**src/rtl/fib_sequencer.sv**
```systemverilog
// Control/register stage in front of the combinational ALU of the Fibonacci calculator.
// Sequences opcodes/operands each cycle, captures ALU results and returns F(n) mod 2^SIZE.
`timescale 1ns/1ps
module fib_sequencer #(
    parameter int SIZE = 4
) (
    input  logic            clk,
    input  logic            rst,
    input  logic            start,
    input  logic [SIZE-1:0] n,
    output logic            busy,
    output logic            done,
    output logic [SIZE-1:0] result,
    output logic            overflow,
    output logic [2:0]      alu_opcode,
    output logic [SIZE-1:0] alu_in1,
    output logic [SIZE-1:0] alu_in2,
    input  logic [SIZE-1:0] alu_out,
    input  logic            alu_zero
);

    typedef enum logic [3:0] {
        S_IDLE,
        S_LOAD,
        S_INIT_A,
        S_INIT_B,
        S_DEC,
        S_ADD,
        S_MOVE_A,
        S_MOVE_B,
        S_DONE
    } state_t;

    localparam logic [2:0] OP_ZERO = 3'b000;
    localparam logic [2:0] OP_ONE  = 3'b001;
    localparam logic [2:0] OP_DEC  = 3'b011;
    localparam logic [2:0] OP_PASS = 3'b100;
    localparam logic [2:0] OP_ADD  = 3'b110;
    localparam logic [2:0] OP_PSB  = 3'b111;

    state_t          state_q, state_d;
    logic [SIZE-1:0] n_q, n_d;
    logic [SIZE-1:0] cnt_q, cnt_d;
    logic [SIZE-1:0] a_q, a_d;
    logic [SIZE-1:0] b_q, b_d;
    logic [SIZE-1:0] t_q, t_d;
    logic [SIZE-1:0] result_q, result_d;
    logic            overflow_q, overflow_d;
    logic            busy_q, busy_d;
    logic            done_q, done_d;

    // ALU drive depends only on state and registers, never on alu_out.
    always_comb begin
        alu_opcode = OP_ZERO;
        alu_in1    = '0;
        alu_in2    = '0;
        case (state_q)
            S_LOAD:   begin alu_opcode = OP_PASS; alu_in1 = n_q;   end
            S_INIT_A: begin alu_opcode = OP_ZERO;                  end
            S_INIT_B: begin alu_opcode = OP_ONE;                   end
            S_DEC:    begin alu_opcode = OP_DEC;  alu_in1 = cnt_q; end
            S_ADD:    begin alu_opcode = OP_ADD;  alu_in1 = a_q; alu_in2 = b_q; end
            S_MOVE_A: begin alu_opcode = OP_PSB;  alu_in2 = b_q;   end
            S_MOVE_B: begin alu_opcode = OP_PASS; alu_in1 = t_q;   end
            default:  ;
        endcase
    end

    always_comb begin
        state_d    = state_q;
        n_d        = n_q;
        cnt_d      = cnt_q;
        a_d        = a_q;
        b_d        = b_q;
        t_d        = t_q;
        result_d   = result_q;
        overflow_d = overflow_q;
        case (state_q)
            S_IDLE: begin
                if (start) begin
                    n_d        = n;
                    result_d   = '0;
                    overflow_d = 1'b0;
                    state_d    = S_LOAD;
                end
            end
            S_LOAD: begin
                cnt_d = alu_out;
                if (alu_zero) begin
                    result_d = '0;
                    state_d  = S_DONE;
                end else begin
                    state_d = S_INIT_A;
                end
            end
            S_INIT_A: begin
                a_d     = alu_out;
                state_d = S_INIT_B;
            end
            S_INIT_B: begin
                b_d     = alu_out;
                state_d = S_DEC;
            end
            S_DEC: begin
                cnt_d = alu_out;
                if (alu_zero) begin
                    result_d = b_q;
                    state_d  = S_DONE;
                end else begin
                    state_d = S_ADD;
                end
            end
            S_ADD: begin
                t_d = alu_out;
                // An unsigned sum that wrapped is smaller than either addend.
                if (alu_out < a_q) overflow_d = 1'b1;
                state_d = S_MOVE_A;
            end
            S_MOVE_A: begin
                a_d     = alu_out;
                state_d = S_MOVE_B;
            end
            S_MOVE_B: begin
                b_d     = alu_out;
                state_d = S_DEC;
            end
            S_DONE: begin
                state_d = S_IDLE;
            end
            default: begin
                state_d = S_IDLE;
            end
        endcase
        busy_d = (state_d != S_IDLE) && (state_d != S_DONE);
        done_d = (state_d == S_DONE);
    end

    always_ff @(posedge clk) begin
        if (rst) begin
            state_q    <= S_IDLE;
            n_q        <= '0;
            cnt_q      <= '0;
            a_q        <= '0;
            b_q        <= '0;
            t_q        <= '0;
            result_q   <= '0;
            overflow_q <= 1'b0;
            busy_q     <= 1'b0;
            done_q     <= 1'b0;
        end else begin
            state_q    <= state_d;
            n_q        <= n_d;
            cnt_q      <= cnt_d;
            a_q        <= a_d;
            b_q        <= b_d;
            t_q        <= t_d;
            result_q   <= result_d;
            overflow_q <= overflow_d;
            busy_q     <= busy_d;
            done_q     <= done_d;
        end
    end

    assign busy     = busy_q;
    assign done     = done_q;
    assign result   = result_q;
    assign overflow = overflow_q;

endmodule

```
**config.mk**
```make
export PLATFORM = sky130hd
export DESIGN_NAME = fib_sequencer
export DESIGN_NICKNAME = d
export VERILOG_FILES = /design/src/rtl/fib_sequencer.sv
export SDC_FILE = /design/constraint.sdc
export NUM_CORES = 1
export LEC_CHECK = 0
export ABC_AREA = 1
export BUFFER_PORTS_ARGS = -buffer_cell sky130_fd_sc_hd__buf_2
export CAP_MARGIN = 30
export CELL_PAD_IN_SITES_DETAIL_PLACEMENT = 1
export CELL_PAD_IN_SITES_GLOBAL_PLACEMENT = 1
export CORE_ASPECT_RATIO = 0.75
export CORE_MARGIN = 2
export CORE_UTILIZATION = 34
export CTS_BUF_LIST = sky130_fd_sc_hd__clkbuf_8 sky130_fd_sc_hd__clkbuf_16
export CTS_CLUSTER_SIZE = 10
export DETAILED_ROUTE_END_ITERATION = 10
export PLACE_DENSITY = 0.77
export SLEW_MARGIN = 20
export SYNTH_ARGS = -nofsm -noshare
export SYNTH_HDL_FRONTEND = slang
export SYNTH_SLANG_ARGS = --single-unit
```
**constraint.sdc**
```tcl
create_clock -name clk -period 1.2 [get_ports clk]
set_input_delay 0.12 -clock clk [delete_from_list [all_inputs] [get_ports clk]]
set_output_delay 0.12 -clock clk [all_outputs]
set_load 0.01 [all_outputs]
```
==> run_results.csv <==
group,metric,value,unit
synth,yosys.area.top_type_share,43.2,%
synth,ys.flop_type,"dfxtp_1",
route,drt-pass1-iter-count,4,
job,maxCapViolations,0,
pwr,powerDensity,1170,mW/mm^2
placement,place_ws,-0.347,ns
setup_path,crit_slowest_cell,"dfxtp_4",
finish,antenna_cells,0,
sta,post-route-period-util,127,%
cts,cts_sinks,31,
synth,ys_seq_area_share,43.2,%
floorplanning,rows,20,
setup_path,max_stage_delay,0.37,ns
route,wl_met1,2240,um
min_path,hold_path.class,"input pin to flop",
floorplanning,dieArea,0.00477,sq mm
sta,hold_violations,0,
cts,cts_tree,"done",
synth,synth-edff-count,0,
placement,dp_hpwl,3320,um
setup_path,setup.worst_path.end_class,"output pin",
floorplanning,core_area,0.00405,sq mm
pwr,p_leak,0.00108,uW
route,drcViolationCount,0,
route,wl_met2,2450,um
cts,htreeDepth,2,
setup_path,critPathArrivalTime,1.40,ns
sta,period_needed,1.52,ns
sta,setup_slack,-0.322,ns
finish,layout.nets,278,
synth,postSynthCellCount,201,
synth,synthTopCellsByCount,"nand2_1 (32), dfxtp_1 (31), inv_1 (28)",
route,wl,5010,um
finish,n_fill_cell,518,
finish,design_area,0.00232,sq mm
cts,cts_buffer_depth,2,
setup_path,required,1.08,ns
route,route.detailed.vias_per_inst,5.07,
pwr,ir_worst_vdd,0.673,mV
placement,port_buffers,29,
pwr,p_sw_share,33.0,%
floorplanning,start_util,35.4,%
synth,synth_most_common_cell,"nand2_1",
finish,fin_util,57.2,%
synth,synth_area_leader_cell,"dfxtp_1",
synth,netlist_area,0.00144,sq mm
synth,ys_types,21,
synth,async_reset_ff_share,0,%
pwr,power.share.clock,28.8,%
setup_path,worst_setup_path_start_kind,"flop",
cts,clk_latency,0.28,ns
floorplanning,die_w,79.1,um
sta,rsz0062_at_grt,"true",
placement,dpl_cell_area,0.00180,sq mm
grt,grt_pass1_wl,7960,um
grt,grt_max_degree,23,
sta,setup_violations,32,
finish,register_area,636,sq um
setup_path,worstPathCellList,"nor2_4 > inv_2 > nor2_4 > nand2_2 > o2111ai_1 > buf_2",
route,wl_per_cell,15.7,um
finish,syn_to_final_growth,61.5,%
run_status,violations,"negative setup slack",
synth,ys_ff_latch,31,
grt,track_usage,23.0,%
cts,cts_made_buffers,5,
synth,synth_area_leaders,"dfxtp_1 (43%), nand2_1 (8.4%), a21oi_1 (8.0%)",
setup_path,crit_path_max_fanout,3,
sta,clock_skew,0.00391,ns
floorplanning,num_io_pins,30,
route,antenna_left,0,
pwr,p_comb_share,27.6,%
setup_path,crit_top_cell,"nor2_4",
route,vias,1617,
cts,clk_pin_slew,0.07,ns
sta,whs,0.0962,ns
route,top_layer,"met4",
sta,tightest_slew,0.374,ns
sta,fmax,657,MHz
grt,antenna_found_initial,0,
route,drt_iter0_markers,35,
synth,ys_warn_count,0,
pwr,p_sw,893,uW
finish,multi_input_area,963,sq um
run_status,status,"complete, but fails checks",
grt,grt_pass1_vias,1660,
sta,drv_slew,0,
pwr,p_int,1810,uW
placement,place_congestion,0.841,
route,route.met3.wl,208,um
synth,synth_fp_nets,216,
setup_path,crit_type,"flop to output pin",
finish,drive_above_1_share,51.9,%
cts,cts-root-buf,"clkbuf_8",
pwr,seqPwrFrac,43.6,%
grt,overflow,0,
synth,syn_avg_cell_area,7.15,sq um
floorplanning,die_y,60.3,um
sta,slew-limit-headroom,75.1,%
[registers in the layout (all words and copies together) (netlist names), 4 cells and up]
register	count
b_q	4
state_q	4
n_q	4
result	4
cnt_q	4
a_q	4
t_q	4
[power by group through the flow]
| stage | combinational [uW] | sequential (uW) | clock, uW |
|---|---|---|---|
| 3_3_place_gp | 550 | 1180 | 0 |
| 2_1_floorplan | 318 | 1200 | 0 |
| 6_report | 748 | 1180 | 779 |
| 4_1_cts | 655 | 1170 | 802 |
| 5_1_grt | 827 | 1190 | 858 |
| 3_5_place_dp | 565 | 1190 | 0 |
[final timing paths]
check,startpoint,endpoint,slack [ns],cells past startpoint
setup / recovery,state_q[2],alu_in1[1],-0.32,6
hold / removal,n[2],n_q[2],0.1,3
setup reg to reg,state_q[1],busy,-0.25,5
hold reg to reg,result[3],result[3],0.47,2
[worst max-delay path, delay by kind of cell (launching register included)]
family / cells / cell delay (ns)
simple gates: 3 / 0.42
compound gates: 1 / 0.09
flops: 1 / 0.37
buf+inv: 2 / 0.24
[kinds of logic after synthesis]
family | after synthesis | synth area share (%)
AND/OR/NAND/NOR | 86 | 27.7
AO/OA/AOI/OAI | 47 | 17.6
buffers and inverters | 34 | 8.88
flip-flops | 31 | 43.2
adder cells (fa/ha/maj) | 3 | 2.61
[placed cells by master, fill, tap and decap left out, drive strengths merged]
cell type,instances
ha,3
dfxtp,31
o2111ai,4
clkinv,2
buf,58
nand2,36
nor2,25
o22ai,2
nor4,2
o21ai,18
inv,32
and3b,1
nand3b,1
clkbuf,5
a21oi,23
nand3,21
[area by class of cell]
class                           instances  area share, %
Clock inverter                          3          0.539
Sequential cell                        31           27.4
Inverter                               31           5.88
Clock buffer                            5           2.97
Tap cell                               55           2.97
Multi-Input combinational cell        136           41.5
Timing Repair Buffer                   58           18.7
[metal layers]
layer	track usage (%)	up-vias
met2	39.6	40
met4	9.85	0
met3	5.29	13
met1	27.9	779
met5	0	-
li1	-	785
[stage by stage]
| step | power [uW] | std cells | setup TNS, ns |
|---|---|---|---|
| after floorplan | 1520 | 201 | -0.0600 |
| after global placement | 1730 | 302 | -4.12 |
| after detailed placement | 1750 | 302 | -6.37 |
| after CTS | 2630 | 319 | -6.11 |
| after global routing | 2880 | 319 | -8.34 |
| final | 2710 | 319 | -5.77 |
[timing repair]
action                     4_1_cts  5_1_grt
pin swaps                       14       13
gates resized for setup         69       48
setup endpoints to repair       42       42
hold buffers                     0        0
buffers inserted                 9        3
(Power assumes the default switching activity.)
